`config.mk`:
```
export PLATFORM = sky130hd
export DESIGN_NAME = player_motion_ctrl
export DESIGN_NICKNAME = d
export VERILOG_FILES = /design/src/rtl/player_motion_ctrl.sv
export SDC_FILE = /design/constraint.sdc
export NUM_CORES = 1
export LEC_CHECK = 0
export ABC_CLOCK_PERIOD_IN_PS = 2900
export CAP_MARGIN = 5
export CORE_ASPECT_RATIO = 0.7
export CORE_MARGIN = 2
export CORE_UTILIZATION = 52
export DETAILED_ROUTE_END_ITERATION = 7
export MAX_ROUTING_LAYER = met4
export PLACE_DENSITY = 0.76
export SLEW_MARGIN = 25
export SYNTH_ARGS = -nofsm -noshare
export SYNTH_HDL_FRONTEND = slang
export SYNTH_SLANG_ARGS = --single-unit
```
`constraint.sdc`:
```
create_clock -name clk_i -period 2.9 [get_ports clk_i]
set_input_delay 0.29 -clock clk_i [delete_from_list [all_inputs] [get_ports clk_i]]
set_output_delay 0.29 -clock clk_i [all_outputs]
set_load 0.005 [all_outputs]
```
`src/rtl/player_motion_ctrl.sv`:
```
// Player game-state FSM and signed-velocity jump physics, advanced by the two-phase game_tick.
// Optional landing jump buffer enabled by defining PLAYER_JUMP_BUFFER_EN.
module player_motion_ctrl #(
  parameter int unsigned POS_WIDTH             = 8,
  parameter int unsigned VEL_WIDTH             = 8,
  parameter int unsigned INITIAL_JUMP_VELOCITY = 12,
  parameter int unsigned GRAVITY               = 2,
  parameter int unsigned HOLD_GRAVITY          = 1,
  parameter int unsigned HOLD_TICKS            = 4,
  parameter int unsigned FASTDROP_VELOCITY     = 8,
  parameter int unsigned MAX_FALL              = 16,
  parameter int unsigned RESTART_HOLDOFF       = 8,
  parameter int unsigned BUFFER_TICKS          = 3
) (
  input  logic                 clk_i,
  input  logic                 reset_i,
  input  logic [1:0]           game_tick_i,
  input  logic                 button_up_i,
  input  logic                 button_down_i,
  input  logic                 crash_i,
  output logic [POS_WIDTH-1:0] player_position_o,
  output logic                 game_start_pulse_o,
  output logic                 game_over_pulse_o,
  output logic                 jump_pulse_o,
  output logic                 land_pulse_o,
  output logic                 jumping_o,
  output logic                 ducking_o,
  output logic                 game_over_o
);

  typedef enum logic [2:0] {StRestart, StRunning, StJumping, StDucking, StGameOver} state_e;

  localparam int unsigned SW    = ((POS_WIDTH > VEL_WIDTH) ? POS_WIDTH : VEL_WIDTH) + 2;
  localparam int unsigned HoldW = (HOLD_TICKS < 1) ? 1 : $clog2(HOLD_TICKS + 1);
  localparam int unsigned OffW  = (RESTART_HOLDOFF < 1) ? 1 : $clog2(RESTART_HOLDOFF + 1);

  localparam logic signed [VEL_WIDTH-1:0] InitVel  = VEL_WIDTH'(INITIAL_JUMP_VELOCITY);
  localparam logic signed [VEL_WIDTH-1:0] VelZero  = '0;
  localparam logic signed [VEL_WIDTH:0]   GravX    = (VEL_WIDTH+1)'(GRAVITY);
  localparam logic signed [VEL_WIDTH:0]   HoldGrX  = (VEL_WIDTH+1)'(HOLD_GRAVITY);
  localparam logic signed [VEL_WIDTH:0]   FastX    = (VEL_WIDTH+1)'(FASTDROP_VELOCITY);
  localparam logic signed [VEL_WIDTH:0]   MaxFallX = (VEL_WIDTH+1)'(MAX_FALL);
  localparam logic signed [VEL_WIDTH:0]   NegFast  = -FastX;
  localparam logic signed [VEL_WIDTH:0]   NegMax   = -MaxFallX;
  localparam logic signed [SW-1:0]        SumZero  = '0;
  localparam logic signed [SW-1:0]        PosMax   = {{(SW-POS_WIDTH){1'b0}}, {POS_WIDTH{1'b1}}};
  localparam logic [HoldW-1:0]            HoldLoad = HoldW'(HOLD_TICKS);
  localparam logic [OffW-1:0]             OffLoad  = OffW'(RESTART_HOLDOFF);

  state_e                       state_q, state_d;
  logic [POS_WIDTH-1:0]         pos_q, pos_d;
  logic signed [VEL_WIDTH-1:0]  vel_q, vel_d;
  logic [HoldW-1:0]             hold_q, hold_d;
  logic [OffW-1:0]              off_q, off_d;
  // Set by a landing relaunch so the following tick0 applies no gravity.
  logic                         skip_q, skip_d;
  logic                         start_q, start_d, over_q, over_d, jump_q, jump_d, land_q, land_d;
  logic                         jumping_q, ducking_q, game_over_q;

  logic                         tick0, tick1;
  logic signed [VEL_WIDTH:0]    vel_x, vel_n;
  logic signed [SW-1:0]         pos_sx, vel_sx, sum;

`ifdef PLAYER_JUMP_BUFFER_EN
  localparam int unsigned BufW    = (BUFFER_TICKS < 1) ? 1 : $clog2(BUFFER_TICKS + 1);
  localparam logic [BufW-1:0] BufLoad = BufW'(BUFFER_TICKS);
  logic [BufW-1:0] buf_q, buf_d;
`endif

  assign tick0  = game_tick_i[0];
  assign tick1  = game_tick_i[1] & ~game_tick_i[0];
  assign vel_x  = {vel_q[VEL_WIDTH-1], vel_q};
  assign pos_sx = {{(SW-POS_WIDTH){1'b0}}, pos_q};
  assign vel_sx = {{(SW-VEL_WIDTH){vel_q[VEL_WIDTH-1]}}, vel_q};
  assign sum    = pos_sx + vel_sx;

  always_comb begin
    state_d = state_q;
    pos_d   = pos_q;
    vel_d   = vel_q;
    hold_d  = hold_q;
    off_d   = off_q;
    skip_d  = skip_q;
    start_d = 1'b0;
    over_d  = 1'b0;
    jump_d  = 1'b0;
    land_d  = 1'b0;
    vel_n   = vel_x;
`ifdef PLAYER_JUMP_BUFFER_EN
    buf_d   = (state_q == StJumping) ? buf_q : '0;
`endif
    if (tick0) begin
      // Crash entry freezes position and velocity for the renderer.
      if (crash_i && (state_q == StRunning || state_q == StDucking || state_q == StJumping)) begin
        state_d = StGameOver;
        over_d  = 1'b1;
        off_d   = OffLoad;
        hold_d  = '0;
        skip_d  = 1'b0;
`ifdef PLAYER_JUMP_BUFFER_EN
        buf_d   = '0;
`endif
      end else begin
        unique case (state_q)
          StRestart, StRunning: begin
            if (button_up_i) begin
              state_d = StJumping;
              vel_d   = InitVel;
              hold_d  = HoldLoad;
              jump_d  = 1'b1;
              start_d = (state_q == StRestart);
            end else if (button_down_i && state_q == StRunning) begin
              state_d = StDucking;
            end
          end
          StDucking: begin
            if (!button_down_i) state_d = StRunning;
          end
          StJumping: begin
            if (skip_q) begin
              skip_d = 1'b0;
            end else begin
              if (button_down_i) begin
                vel_n  = NegFast;
                hold_d = '0;
              end else if (button_up_i && vel_q > VelZero && hold_q != '0) begin
                vel_n  = vel_x - HoldGrX;
                hold_d = hold_q - HoldW'(1);
              end else begin
                vel_n  = vel_x - GravX;
                hold_d = '0;
              end
              if (vel_n < NegMax) vel_n = NegMax;
              vel_d = vel_n[VEL_WIDTH-1:0];
`ifdef PLAYER_JUMP_BUFFER_EN
              if (button_up_i) buf_d = BufLoad;
              else if (buf_q != '0) buf_d = buf_q - BufW'(1);
`endif
            end
          end
          StGameOver: begin
            if (off_q == '0 && button_up_i) begin
              state_d = StRunning;
              pos_d   = '0;
              vel_d   = '0;
              start_d = 1'b1;
            end else if (off_q != '0) begin
              off_d = off_q - OffW'(1);
            end
          end
          default: ;
        endcase
      end
    end else if (tick1 && state_q == StJumping) begin
      if (sum <= SumZero) begin
        pos_d  = '0;
        vel_d  = '0;
        hold_d = '0;
        land_d = 1'b1;
`ifdef PLAYER_JUMP_BUFFER_EN
        if (buf_q != '0) begin
          vel_d  = InitVel;
          hold_d = HoldLoad;
          skip_d = 1'b1;
          jump_d = 1'b1;
          buf_d  = '0;
        end else begin
          state_d = button_down_i ? StDucking : StRunning;
        end
`else
        state_d = button_down_i ? StDucking : StRunning;
`endif
      end else if (sum > PosMax) begin
        pos_d = '1;
        vel_d = '0;
      end else begin
        pos_d = sum[POS_WIDTH-1:0];
      end
    end
  end

  always_ff @(posedge clk_i) begin
    if (reset_i) begin
      state_q     <= StRestart;
      pos_q       <= '0;
      vel_q       <= '0;
      hold_q      <= '0;
      off_q       <= '0;
      skip_q      <= 1'b0;
      start_q     <= 1'b0;
      over_q      <= 1'b0;
      jump_q      <= 1'b0;
      land_q      <= 1'b0;
      jumping_q   <= 1'b0;
      ducking_q   <= 1'b0;
      game_over_q <= 1'b0;
`ifdef PLAYER_JUMP_BUFFER_EN
      buf_q       <= '0;
`endif
    end else begin
      state_q     <= state_d;
      pos_q       <= pos_d;
      vel_q       <= vel_d;
      hold_q      <= hold_d;
      off_q       <= off_d;
      skip_q      <= skip_d;
      start_q     <= start_d;
      over_q      <= over_d;
      jump_q      <= jump_d;
      land_q      <= land_d;
      jumping_q   <= (state_d == StJumping);
      ducking_q   <= (state_d == StDucking);
      game_over_q <= (state_d == StGameOver);
`ifdef PLAYER_JUMP_BUFFER_EN
      buf_q       <= buf_d;
`endif
    end
  end

  assign player_position_o  = pos_q;
  assign game_start_pulse_o = start_q;
  assign game_over_pulse_o  = over_q;
  assign jump_pulse_o       = jump_q;
  assign land_pulse_o       = land_q;
  assign jumping_o          = jumping_q;
  assign ducking_o          = ducking_q;
  assign game_over_o        = game_over_q;

endmodule

```
==> results.yml <==
global_route:
  grt_overflow_total: 0
  grt_pass1_wl_um: 10700
  grt_pass1_vias: 2180
  track_usage_pct: 27.5
  antenna_found_initial: 0
  grt_max_degree: 16
floorplan:
  die_h_um: 60.8
  pin_count: 22
  core-area_mm2: 0.00438
  die_area_mm2: 0.00517
  fp.dieW_um: 85.1
  num_rows: 20
  initial_core_util_pct: 54.7
synth:
  seq_area_frac_synth_pct: 27.6
  synth.avg_cell_area_um2: 7.95
  ys_ff_latch: 33
  syn_nets: 324
  ys.warnings.count: 0
  syn-cell-area_mm2: 0.00239
  synthArstFlopShare_pct: 0
  synthCells: 301
  synth_edf_count: 0
  ys_types: 64
  synth_flop_cell: "dfxtp_1"
cells_and_area:
  drive_gt1_share_pct: 14.7
  fin_area_mm2: 0.00292
  final_common_cell: "nor2_1"
  finish.utilization_pct: 66.6
  nets: 361
  antennaDiodeCount: 0
  finalNonFillerCells: 394
  synthToLayoutAreaGrowth_pct: 21.8
  final_cell_mix: "nor2_1, dfxtp_1, nand2_1, inv_1, clkdlybuf4s50_1"
place:
  placed_cell_area_mm2: 0.00277
  io_buffers: 21
  place_inst: 385
  hpwlAfterDp_um: 5050
  gp_congestion: 0.935
  place_ws_ns: 0.0459
setup_path:
  endpoint_kind: "flip-flop"
  cp_data_arrival_time_ns: 3.03
  start_kind: "flip-flop"
  crit_required_ns: 3.08
  path_max_fanout: 5
  critPathKind: "flip-flop to flip-flop"
drt:
  met1_length_um: 3290
  wl_um: 6730
  drt_drc_violations_left: 0
  vias_per_cell: 6.27
  antenna_left: 0
  drtIter0Drc: 257
  met3_length_um: 584
  vias: 2469
  maxUsedRoutingLayer: "met4"
  wl_met2_um: 2810
  dr.pass1.iters: 5
  wl_per_cell_um: 17.1
clock_network:
  clock_path_buffers: 2
  tritoncts.num_buffers: 5
  cts.root.buffer_cell: "clkbuf_8"
  clkSinkCount: 33
  cts_tree: "built"
  insertion_delay_ns: 0.29
  cts.clk_slew.worst_paths_ns: 0.07
  h-tree-depth: 2
sta:
  skew_ns: 0.00972
  min_period_ns: 2.85
  fmaxAchievable_mhz: 351
  setup_slack_ns: 0.0501
  hold_viol_final: 0
  maxSlewViolCount: 0
  fin_setup_tns_ns: 0
  relSlewSlack_pct: 59.1
  min_period_over_period_pct: 98.3
  setup_viol: 0
  worst_slew_pin_slew_ns: 0.612
  rsz0062_at_grt: "yes"
pwr:
  p_leak_nw: 1.16
  power_density_mw_per_mm2: 510
  peakVddDrop_mv: 0.313
status:
  status: "completed"
worst_hold_path:
  hold_class: "flip-flop to flip-flop"
flow_run:
  cap_violations: 0
[cell families (layout without fill, tap and decap cells)]
kind of cell	after synthesis	after routing	share of synthesized area, %
AND/OR/NAND/NOR	112	112	24.5
AO/OA/AOI/OAI	95	95	28.9
flip-flops	33	33	27.6
buffers and inverters	32	70	5.54
adder cells (fa/ha/maj)	16	16	8.68
XOR/XNOR	12	12	4.39
multiplexers	1	1	0.418
[cell usage after synthesis, types with 2 or more instances]
library cell   n  area (µm²)
o221a_1        2        22.5
o41ai_1        4        35.0
a221oi_1       2        17.5
and3b_1        2        17.5
a31oi_1       15        93.8
o21ai_1        2        10.0
nor4_1         2        12.5
nand2b_1       6        37.5
a21oi_2        2        17.5
and2_1         4        25.0
ha_1          15         188
a21oi_1       15        75.1
nand4_1        4        25.0
nand3b_1       2        15.0
inv_1         21        78.8
o311ai_0       2        17.5
nand3_1        5        25.0
buf_2          4        20.0
nor2b_1        4        25.0
xnor2_1        4        35.0
a22o_1         5        43.8
clkbuf_1       5        18.8
a211oi_1       4        30.0
a2111oi_0      2        17.5
nor2_1        35         131
a311oi_2       2        30.0
o211ai_1       3        22.5
o21ai_0       16        80.1
xor2_1         8        70.1
and3_1         4        25.0
nor3_1         6        30.0
nor3b_1        3        22.5
nand2_1       26        97.6
a21o_1         3        22.5
dfxtp_1       33         661
[per-stage QoR]
step | hold WS [ns] | power, mW
6_report | 0.482 | 1.49
5_1_grt | 0.508 | 1.56
4_1_cts | 0.488 | 1.46
3_5_place_dp | 0.479 | 1.00
3_3_place_gp | 0.470 | 0.997
2_1_floorplan | 0.390 | 0.856
[where the power goes]
group          switching (mW)  total, mW  internal, mW
clock                   0.180      0.460         0.280
combinational           0.300      0.525         0.225
sequential             0.0265      0.501         0.475
[flip-flops by register name, indices dropped and copies added, names as in the netlist]
| name | cells |
|---|---|
| state_q | 3 |
| game_over_o | 1 |
| land_pulse_o | 1 |
| jumping_o | 1 |
| game_over_pulse_o | 1 |
| player_position_o | 8 |
| vel_q | 8 |
| off_q | 4 |
| jump_pulse_o | 1 |
| ducking_o | 1 |
| game_start_pulse_o | 1 |
| hold_q | 3 |
[area by class of cell]
type                    instances  area (µm²)
inverters                      21        78.8
repair buffers                 41         360
clock inverters                 1        30.0
clock buffers                   7        86.3
fillers                       364        1460
flip-flops and latches         33         661
well taps                      55        68.8
multi-input cells             236        1630
[worst max-delay path: stages (launching register included)]
cell and delay (ns):
dfxtp_1 0.38, ha_2 0.22, inv_1 0.06, fa_1 0.40, nand2b_1 0.20, a21oi_1 0.17, xor2_1 0.30, nor4_4 0.09
a311oi_2 0.42, a21oi_2 0.19, a221oi_1 0.32
[final timing paths]
kind | start | to | slack, ns | cells after the start
max | player_position_o[0] | vel_q[4] | 0.05 | 10
min | hold_q[0] | hold_q[0] | 0.48 | 1
max reg2reg | player_position_o[0] | vel_q[4] | 0.05 | 10
min reg2reg | hold_q[0] | hold_q[0] | 0.48 | 1
[routing by layer]
metal | up-vias | GRT usage (%)
met5 | - | -
met4 | 0 | 4.99
met3 | 4 | 6.67
met2 | 123 | 39.7
met1 | 1156 | 39.2
li1 | 1186 | -
[what timing repair did]
| item | CTS | global route |
|---|---|---|
| hold buffers | 0 | 0 |
| gates resized for setup | 0 | 8 |
| setup buffers | 0 | 1 |
| hold endpoints to repair | 0 | 0 |
| endpoints found under the setup margin | 0 | 23 |
Power figures use the tool's default switching activity.
